==> config.mk <==
export PLATFORM = sky130hd
export DESIGN_NAME = wrr_packet_arbiter
export DESIGN_NICKNAME = d
export VERILOG_FILES = /design/src/rtl/wrr_packet_arbiter.sv
export SDC_FILE = /design/constraint.sdc
export NUM_CORES = 1
export LEC_CHECK = 0
export CAP_MARGIN = 20
export CORE_ASPECT_RATIO = 0.6
export CORE_MARGIN = 5
export CORE_UTILIZATION = 37
export DETAILED_ROUTE_END_ITERATION = 16
export PLACE_DENSITY = 0.94
export RECOVER_POWER = 100
export SLEW_MARGIN = 20
export SYNTH_ARGS = -nofsm -noshare
export SYNTH_HDL_FRONTEND = slang
export SYNTH_SLANG_ARGS = --single-unit
export TNS_END_PERCENT = 10
==> constraint.sdc <==
create_clock -name clk -period 2.8 [get_ports clk]
set_input_delay 0.28 -clock clk [delete_from_list [all_inputs] [get_ports clk]]
set_output_delay 0.28 -clock clk [all_outputs]
set_load 0.01 [all_outputs]
==> src/rtl/wrr_packet_arbiter.sv <==
// rtl/wrr_packet_arbiter.sv - weighted round-robin packet arbiter onto one valid/ready stream
// A grant is held for a whole packet; each source may send weight[i] packets per round.
module wrr_packet_arbiter #(
  parameter int REQ_NUM   = 4,
  parameter int DATA_WD   = 32,
  parameter int WEIGHT_WD = 4,
  localparam int IDX_WD   = $clog2(REQ_NUM)
) (
  input  logic                       clk,
  input  logic                       rst,
  input  logic                       cfg_we,
  input  logic [IDX_WD-1:0]          cfg_idx,
  input  logic [WEIGHT_WD-1:0]       cfg_weight,
  input  logic [REQ_NUM-1:0]         s_valid,
  output logic [REQ_NUM-1:0]         s_ready,
  input  logic [REQ_NUM*DATA_WD-1:0] s_data,
  input  logic [REQ_NUM-1:0]         s_last,
  output logic                       m_valid,
  input  logic                       m_ready,
  output logic [DATA_WD-1:0]         m_data,
  output logic                       m_last,
  output logic [IDX_WD-1:0]          m_src,
  output logic                       busy
);

  typedef enum logic {IDLE, XFER} state_t;

  state_t               state;
  logic [WEIGHT_WD-1:0] weight [REQ_NUM];
  logic [WEIGHT_WD-1:0] credit [REQ_NUM];
  logic [IDX_WD-1:0]    ptr;
  logic [IDX_WD-1:0]    grant_idx;
  logic [IDX_WD-1:0]    pick_idx;
  logic [IDX_WD-1:0]    next_ptr;
  logic [REQ_NUM-1:0]   eligible;
  logic [REQ_NUM-1:0]   reloadable;
  logic                 any_eligible;
  logic                 beat_done;

  function automatic logic [IDX_WD-1:0] wrap_add(input logic [IDX_WD-1:0] a, input int b);
    int s;
    s = (int'(a) + b) % REQ_NUM;
    return IDX_WD'(s);
  endfunction

  always_comb begin
    eligible   = '0;
    reloadable = '0;
    for (int i = 0; i < REQ_NUM; i++) begin
      eligible[i]   = s_valid[i] && (credit[i] != '0) && (weight[i] != '0);
      reloadable[i] = s_valid[i] && (weight[i] != '0);
    end
  end

  // Rotating priority scan starting at ptr; the first hit wins.
  always_comb begin
    any_eligible = 1'b0;
    pick_idx     = '0;
    for (int k = 0; k < REQ_NUM; k++) begin
      if (!any_eligible && eligible[wrap_add(ptr, k)]) begin
        any_eligible = 1'b1;
        pick_idx     = wrap_add(ptr, k);
      end
    end
  end

  // The last credit moves priority on; otherwise the grantee keeps it.
  assign next_ptr = (credit[grant_idx] == WEIGHT_WD'(1)) ? wrap_add(grant_idx, 1) : grant_idx;

  assign busy = (state == XFER);

  always_comb begin
    m_valid = 1'b0;
    s_ready = '0;
    m_data  = s_data[grant_idx*DATA_WD +: DATA_WD];
    m_last  = (state == XFER) && s_last[grant_idx];
    if (state == XFER && !rst) begin
      m_valid            = s_valid[grant_idx];
      s_ready[grant_idx] = m_ready;
    end
  end

  assign beat_done = m_valid && m_ready && m_last;

  always_ff @(posedge clk) begin
    if (rst) begin
      state     <= IDLE;
      ptr       <= '0;
      grant_idx <= '0;
      m_src     <= '0;
      for (int i = 0; i < REQ_NUM; i++) begin
        weight[i] <= WEIGHT_WD'(1);
        credit[i] <= WEIGHT_WD'(1);
      end
    end else begin
      if (cfg_we && (int'(cfg_idx) < REQ_NUM)) begin
        weight[cfg_idx] <= cfg_weight;
      end
      case (state)
        IDLE: begin
          if (any_eligible) begin
            grant_idx <= pick_idx;
            m_src     <= pick_idx;
            state     <= XFER;
          end else if (|reloadable) begin
            for (int i = 0; i < REQ_NUM; i++) begin
              credit[i] <= weight[i];
            end
          end
        end
        XFER: begin
          if (beat_done) begin
            credit[grant_idx] <= credit[grant_idx] - WEIGHT_WD'(1);
            ptr               <= next_ptr;
            state             <= IDLE;
          end
        end
        default: state <= IDLE;
      endcase
    end
  end

endmodule

==> out/qor.yml <==
sequential_cell_area_mm2: 0.001102
nFillCells: 530
avgRoutedWirePerCell_um: 24.13
post_synth_num_cell_types: 42
synth_largest_area_cell: "sky130_fd_sc_hd__edfxtp_1"
yosys-top-cells-area: "sky130_fd_sc_hd__edfxtp_1 (34%), sky130_fd_sc_hd__mux4_2 (26%), sky130_fd_sc_hd__dfxtp_1 (4.9%), sky130_fd_sc_hd__and2_1 (3.7%), sky130_fd_sc_hd__mux4_1 (3.7%)"
dp.cells: 499
layout-drive-gt1-share_pct: 16.63
netSwitchingFraction_pct: 25.01
syn-cell-area_mm2: 0.002864
post-route-drc-count: 0
final.period_utilization_pct: 96.81
most_frequent_cells_in_the_layout: "sky130_fd_sc_hd__clkdlybuf4s50_1 (147), sky130_fd_sc_hd__dlygate4sd3_1 (39), sky130_fd_sc_hd__mux4_2 (33)"
grt_start_max_net_pins: 34
leakagePower_nw: 1.763
tightestPinTransition_ns: 0.8797
layout_cells_excl_fill: 507
die_h_um: 78.15
ys_seq_area_share_pct: 38.44
row_count: 24
timing.final.setup_violations: 0
setup.worst_path.start_class: "register"
grt.total_usage_pct: 25.76
drtIter0Drc: 394
cp_data_arrival_time_ns: 2.86
core_area_mm2: 0.007387
timing.hold.worst.class: "register to register"
synth.top_cell.area_share_pct: 33.55
worst_slew_margin_rel_pct: 40.81
drtAntennaViolNets: 0
syn_to_final_growth_pct: 76.10
clockPowerShare_pct: 33.0
status: "finished clean"
io_buffers: 186
seq_power_share_pct: 35.3
cts_tree: "built"
hold_fails_final_rpt: 0
dp_hpwl_mm: 10.44
slew_viol_final: 0
setup.worst_path.end_class: "register"
initial_core_util_pct: 38.77
grt_antenna_before_repair: 0
critical_path_required_ns: 2.95
hold_fix_buffers_at_cts: 0
max-vdd-ir-drop_v: 0.0002784
skew_ns: 0.005498
antennaDiodeCount: 0
worst-path-max-fanout: 12
multiInputGateArea_mm2: 0.001685
mostFrequentLayoutCell: "sky130_fd_sc_hd__clkdlybuf4s50_1"
fin_nets: 554
critical-path-max-stage-delay_ns: 0.78
gp_congestion: 1.119
floorplan.die_area_mm2: 0.009658
net-switching-power_uw: 493.8
setup_tns_ns: 0
drt-pass1-iter-count: 5
syn_nets: 362
first_pass_grt_wire_length_mm: 18.53
top_level_ports: 187
setup_cp_type: "register to register"
crit_path_top_delay_cell: "sky130_fd_sc_hd__o41ai_1"
path_cells: "o41ai_1 -> nor2_1 -> nor4_4 -> and3_1 -> a22o_2"
synth_area_per_cell_um2: 13.64
combinational_fraction_of_design_power_pct: 31.7
tritoncts.num_buffers: 5
grt_setup_unrepaired: "no"
clock_latency_ns: 0.29
max-cap-violations: 0
cts.reportedPaths.clkPinSlew_ns: 0.06
power.internal_mw: 1.481
vias: 2939
synthCells: 210
total_power_divided_by_cell_area_mw_per_mm2: 391.5
first_global_vias: 3057
avgViaCountPerCell: 5.797
clock-sinks: 39
yosys_register_bits: 39
cts_max_path_buffers: 2
grt.overflow.total: 0
yosys_warnings: 0
post-cts-setup-buffers: 0
cts_root_buffer: "sky130_fd_sc_hd__clkbuf_16"
die-width_um: 123.6
totalWireLength_mm: 12.24
min_period_ns: 2.711
fmaxAchievable_mhz: 368.9
power_mw: 1.975
cts.htree.levels: 2
final timing paths:
path | start | end | slack [ns] | cells past startpoint
max | weight[3][1] | credit[1][3] | 0.09 | 5
min | ptr[0] | ptr[0] | 0.56 | 2
max reg2reg | weight[3][1] | credit[1][3] | 0.09 | 5
min reg2reg | ptr[0] | ptr[0] | 0.56 | 2
synthesized netlist by cell type:
master,n
sky130_fd_sc_hd__mux2_2,1
sky130_fd_sc_hd__o41ai_2,1
sky130_fd_sc_hd__dfxtp_1,7
sky130_fd_sc_hd__o31ai_1,1
sky130_fd_sc_hd__a31oi_1,1
sky130_fd_sc_hd__o32ai_1,2
sky130_fd_sc_hd__a22o_1,5
sky130_fd_sc_hd__buf_2,3
sky130_fd_sc_hd__nor2b_1,1
sky130_fd_sc_hd__nor4_4,1
sky130_fd_sc_hd__nor3_1,3
sky130_fd_sc_hd__nor2_1,7
sky130_fd_sc_hd__buf_6,1
sky130_fd_sc_hd__and3_1,1
sky130_fd_sc_hd__mux4_1,4
sky130_fd_sc_hd__nand2_1,11
sky130_fd_sc_hd__xnor2_1,2
sky130_fd_sc_hd__o22ai_1,1
sky130_fd_sc_hd__o41ai_1,3
sky130_fd_sc_hd__nor3_2,1
sky130_fd_sc_hd__mux2i_1,2
sky130_fd_sc_hd__nand3_1,3
sky130_fd_sc_hd__mux4_2,33
sky130_fd_sc_hd__edfxtp_1,32
sky130_fd_sc_hd__and2_1,17
sky130_fd_sc_hd__nor4_1,7
sky130_fd_sc_hd__o21ai_0,5
sky130_fd_sc_hd__inv_1,7
sky130_fd_sc_hd__nand4_1,1
sky130_fd_sc_hd__a22o_2,8
sky130_fd_sc_hd__a21oi_1,3
sky130_fd_sc_hd__and3_4,1
sky130_fd_sc_hd__o21bai_1,1
sky130_fd_sc_hd__a211oi_1,2
sky130_fd_sc_hd__or2_2,6
sky130_fd_sc_hd__ha_1,6
sky130_fd_sc_hd__nand2b_1,4
sky130_fd_sc_hd__a2bb2oi_1,4
sky130_fd_sc_hd__xor2_1,1
sky130_fd_sc_hd__nor3b_1,4
sky130_fd_sc_hd__clkbuf_1,5
sky130_fd_sc_hd__buf_4,1
repair_timing:
item,CTS,global route
hold endpoints to repair,0,0
resized for setup,0,1
setup endpoints to repair,0,1
final cells by class:
| class | count | area share (%) |
|---|---|---|
| clock buffers | 5 | 2.481 |
| clock inverters | 3 | 0.8683 |
| flip-flops and latches | 39 | 21.86 |
| well taps | 104 | 2.580 |
| repair buffers | 195 | 38.28 |
| inverters | 7 | 0.5210 |
| multi-input cells | 154 | 33.42 |
critical path, delay by kind of cell (launching register included):
family           cells  cell delay [ns]
AND/OR/NAND/NOR      3             1.16
AO/OA/AOI/OAI        2             1.03
flip-flops           1             0.38
power groups by stage:
stage / registers, mW / logic (mW) / clock network, mW
after global routing: 0.699 / 0.663 / 0.683
final: 0.696 / 0.627 / 0.651
after detailed placement: 0.706 / 0.650 / 0
after floorplan: 0.691 / 0.259 / 0
after CTS: 0.694 / 0.655 / 0.654
after global placement: 0.705 / 0.638 / 0
stage by stage:
| step | setup WS (ns) | area, um^2 | hold WS, ns | utilization [%] |
|---|---|---|---|---|
| floorplan | 0.7098 | 2864 | 0.4578 | - |
| global placement | 0.3664 | 4885 | 0.5510 | 66.12 |
| detailed placement | 0.2904 | 4885 | 0.5496 | 66.12 |
| CTS | 0.2619 | 5054 | 0.5557 | 68.41 |
| global route | 0.08808 | 5044 | 0.5771 | 68.28 |
| finish | 0.08935 | 5044 | 0.5567 | 68.28 |
cells by family (layout without fill, tap and decap cells):
logic type	after synthesis	in the layout	synth area share, %
mux	40	40	30.71
xor+xnor	3	3	0.9176
compound gates	37	37	10.53
buf+inv	17	210	2.752
simple gates	68	68	14.02
flops	39	39	38.44
fa+ha+maj	6	6	2.621
sequential cells by signal, summed over array words and instances (netlist names), named ones only:
signal	flops
credit	16
weight	16
grant_idx	2
ptr	2
busy	1
routing by layer:
| layer | share of wire (%) | up-vias | track usage (%) |
|---|---|---|---|
| met5 | 0 | - | 0 |
| met1 | 37 | 1457 | 32.59 |
| li1 | - | 1259 | - |
| met2 | 51 | 197 | 44.69 |
| met3 | 9.4 | 26 | 7.040 |
| met4 | 2.4 | 0 | 4.751 |
No activity file was read; power rests on OpenSTA's default activity.
==> edit 1, RTL diff (same flow settings) <==
Add an input register stage for `cfg_we`, `cfg_idx` and `cfg_weight`, without a reset; this delays them by one clock. The other inputs are not delayed to match.
--- a/src/rtl/wrr_packet_arbiter.sv
+++ b/src/rtl/wrr_packet_arbiter.sv
@@ -26,2 +26,12 @@
   typedef enum logic {IDLE, XFER} state_t;
+
+  logic cfg_we_q;
+  logic [IDX_WD-1:0] cfg_idx_q;
+  logic [WEIGHT_WD-1:0] cfg_weight_q;
+
+  always_ff @(posedge clk) begin
+    cfg_we_q     <= cfg_we;
+    cfg_idx_q    <= cfg_idx;
+    cfg_weight_q <= cfg_weight;
+  end
 
@@ -95,4 +105,4 @@
     end else begin
-      if (cfg_we && (int'(cfg_idx) < REQ_NUM)) begin
-        weight[cfg_idx] <= cfg_weight;
+      if (cfg_we_q && (int'(cfg_idx_q) < REQ_NUM)) begin
+        weight[cfg_idx_q] <= cfg_weight_q;
       end
Behaviour: not the same (Yosys sat finds a counterexample within 4 cycles, from zero or initial values and one cycle with rst high).
==> edit 1 against the unedited design <==
  * Clock power increased by 3.2%
  * Area after synthesis is 6.2% higher
  * Clock skew down 0.00079 ns
  * Sequential cell count grew 7
  * Final cell count increased by 1.2%
  * Register-to-register slack improved by 0.21 ns
  * Largest power group unchanged
  * Wire length up 0.25%
  * Power is 4.0% higher
  * Worst setup slack better by 0.14 ns
  * Cell area is 2.9% higher
  * Synthesized cell count rose by 2.4%
==> edit 1: results <==
{
  "outcome": "complete, no violations",
  "hold_path_depth": 1,
  "reg2reg_setup_slack_ns": 0.30,
  "cp_slowest_cell": "dlygate4sd3_1",
  "drt_iter0_drc": 388,
  "synth-seq-area-share": 0.4081,
  "synthAdderAreaFrac": 0.02468,
  "grt_use_met2": 0.4135,
  "cpPeakStageDelay_ns": 0.63,
  "synth_common_cells": "38 x mux4_2, 32 x edfxtp_1, 17 x and2_1, 14 x dfxtp_1, 12 x o2bb2ai_1",
  "yosysUniqueCellTypes": 45,
  "met1_length_um": 4869,
  "path_clk_slew_ns": 0.06,
  "arrival_ns": 2.29,
  "routabilityCongestion": 1.021,
  "p_seq_mw": 0.797,
  "vias_per_cell": 5.807,
  "finClkSkew_ns": 0.004709,
  "fin_nets": 556,
  "path_max_fanout": 19,
  "n_fill_cell": 634,
  "hold_path.class": "input port to flip-flop",
  "postCtsSetupBuffers": 0,
  "powerDensity_mw_per_mm2": 395.7,
  "vias": 2979,
  "synth_area_leaders": "edfxtp_1 32%, mux4_2 28%, dfxtp_1 9.2%",
  "power_frac_clock": 0.327,
  "crit_family": "buffers and inverters",
  "antenna_found_initial": 0,
  "hpwl_um": 10340,
  "r2r_cells": 4,
  "synth_compound_area_frac": 0.1209,
  "drt_first_pass_iters": 5,
  "p_leak_nw": 1.779,
  "slew_headroom": 0.5360,
  "grt_pass1_wl_um": 18320,
  "wl_met2_um": 6071,
  "grt_pass1_vias": 3084,
  "synth-xor-area-share": 0.008638,
  "irDropWorstVdd_mv": 0.2670,
  "wl_per_cell_um": 23.91,
  "place_inst": 505,
  "track_usage": 0.2403,
  "largestRegisters": "credit (16), weight (16), cfg_weight_q (4)",
  "drive_above_1_share": 0.1457,
  "p_switching_mw": 0.4912,
  "synth_mux_area_frac": 0.2847,
  "globalRouteMet1Util": 0.3103,
  "synth_nets": 367
}
-- edit 1: final timing paths --
kind	startpoint	to
worst min-delay path	cfg_weight[1]	cfg_weight_q[1]
worst min register to register	cfg_weight_q[0]	weight[1][0]
worst max-delay path	grant_idx[0]	m_data[14]
worst max register to register	weight[1][1]	credit[3][0]
-- edit 1: final cells by class --
cell class,count,share of cell area
multi-input combinational,150,0.3288
tap,108,0.02605
sequential,46,0.2395
timing repair buffer,192,0.3664
clock inverter,3,0.008683
clock buffer,5,0.02412
inverter,9,0.006512
-- edit 1: stage by stage --
stage	setup slack, ns	hold slack, ns	instance area [um2]
after CTS	0.3274	0.4246	5205
after global placement	0.5391	0.5288	5035
after global routing	0.1028	0.5272	5187
after floorplan	0.7809	0.3077	3042
final	0.2288	0.5304	5187
after detailed placement	0.5045	0.5464	5035
-- edit 1: cells by family after synthesis --
family          Yosys count
fa+ha+maj                 6
simple gates             62
compound gates           40
flops                    46
xor+xnor                  3
mux                      39
buf+inv                  19
==> edit 2, RTL diff (same settings) <==
Without the edit above. Set the parameter `DATA_WD` to 48 (it was 32).
--- a/src/rtl/wrr_packet_arbiter.sv
+++ b/src/rtl/wrr_packet_arbiter.sv
@@ -4,3 +4,3 @@
   parameter int REQ_NUM   = 4,
-  parameter int DATA_WD   = 32,
+  parameter int DATA_WD   = 48,
   parameter int WEIGHT_WD = 4,
Interface: changed (resized m_data and s_data); port bits go from 187 to 267. No check against the original RTL was run, so the function may have changed too.
==> edit 2 against the unedited design <==
  * Register-to-register slack better by 0.17 ns
  * Worst hold slack better by 0.0070 ns
  * Combinational power up 33%
  * Clock power down 11%
  * Power up 7.4%
  * Sequential cell count unchanged
  * Cell area up 24%
  * Count of clock-buffer cells in the layout up 3
  * Sequential power up 2%
  * Worst setup slack better by 0.080 ns
  * Area after synthesis up 14%
  * Wire length up 28%
  * Critical path type is now flip-flop to output pin
  * Largest power group is now combinational logic
  * Highest routed layer is now met5
==> edit 2: results <==
{
  "wl_per_cell_um": 25.73,
  "yosysUniqueCellTypes": 45,
  "synth_common_cells": "54 x mux4_2, 32 x edfxtp_1, 19 x and2_1, 12 x a22o_1, 10 x inv_1",
  "routabilityCongestion": 0.9443,
  "worst_slew_pin_slew_ns": 0.7575,
  "n_fill_cell": 585,
  "grt_max_degree": 31,
  "antenna_found_initial": 3,
  "cts_inserted_buffers": 5,
  "track_usage": 0.2791,
  "vias": 3480,
  "drive_above_1_share": 0.1630,
  "cpPeakStageDelay_ns": 0.81,
  "vias_per_cell": 5.714,
  "cp_slowest_cell": "dfxtp_1",
  "path_max_fanout": 30,
  "dp_slack_ns": 0.3981,
  "irDropWorstVdd_mv": 0.2455,
  "synth-seq-area-share": 0.3368,
  "hpwl_um": 13680,
  "outcome": "complete, no violations",
  "place_inst": 601,
  "path_clk_slew_ns": 0.05,
  "drt_iter0_drc": 289,
  "synth_area_leaders": "mux4_2 37%, edfxtp_1 29%, dfxtp_1 4.3%",
  "synth_nets": 445,
  "finClkSkew_ns": 0.003058,
  "fin_nets": 712,
  "grt_pass1_vias": 3728,
  "p_leak_nw": 2.137,
  "portBuffers": 266,
  "grt_pass1_wl_um": 23240
}
edit 2: cell types whose count changed after synthesis, moves of 4 or more:
cell and change:
a22oi_1 +4, or2_2 -5, a22o_2 -8, a2bb2oi_1 -4
mux4_1 -4, a22o_1 +7, mux4_2 +21
edit 2: power breakdown:
part	switching [mW]	internal, mW	leakage [nW]
clock network	0.198	0.378	0.0772
logic	0.279	0.558	1.69
registers	0.0454	0.663	0.367
edit 2: final timing paths:
kind            start            to  slack, ns  depth (start not counted)
min            ptr[1]        ptr[1]       0.56                          2
max reg2reg  m_src[1]  credit[1][2]       0.26                          5
max          m_src[1]    m_data[38]       0.17                          3
min reg2reg    ptr[1]        ptr[1]       0.56                          2
edit 2: cell type report:
class | instances | area, um2 | area share
inverters | 10 | 37.54 | 0.006020
repair buffers | 276 | 2769 | 0.4441
flip-flops and latches | 39 | 1105 | 0.1772
multi-input cells | 164 | 2027 | 0.3251
clock buffers | 8 | 156.4 | 0.02509
well taps | 112 | 140.1 | 0.02248
edit 2: kinds of logic after synthesis:
| family | Yosys count | synth area share |
|---|---|---|
| AND/OR/NAND/NOR | 64 | 0.1209 |
| multiplexers | 55 | 0.3750 |
| flip-flops | 39 | 0.3368 |
| AO/OA/AOI/OAI | 36 | 0.09453 |
| buffers and inverters | 26 | 0.04172 |
| adder cells (fa/ha/maj) | 6 | 0.02296 |
| XOR/XNOR | 3 | 0.008038 |
edit 2: through the flow:
step | instance area (um2) | util
final | 6235 | 0.7287
after global routing | 6235 | 0.7287
after CTS | 6247 | 0.7302
after detailed placement | 6091 | 0.7119
after global placement | 6091 | 0.7119
after floorplan | 3269 | -
edit 2: worst max-delay path: cells and delay by family, from the launching register on:
family	cells	cell delay, ns
flops	1	0.81
buf+inv	2	0.91
mux	1	0.34
edit 2: layer usage:
layer	share of wire	global-route usage	vias to the layer above
li1	-	-	1494
met1	0.39	0.3674	1723
met2	0.48	0.4540	223
met3	0.11	0.09722	34
met4	0.020	0.05042	6
met5	0.0025	0	-
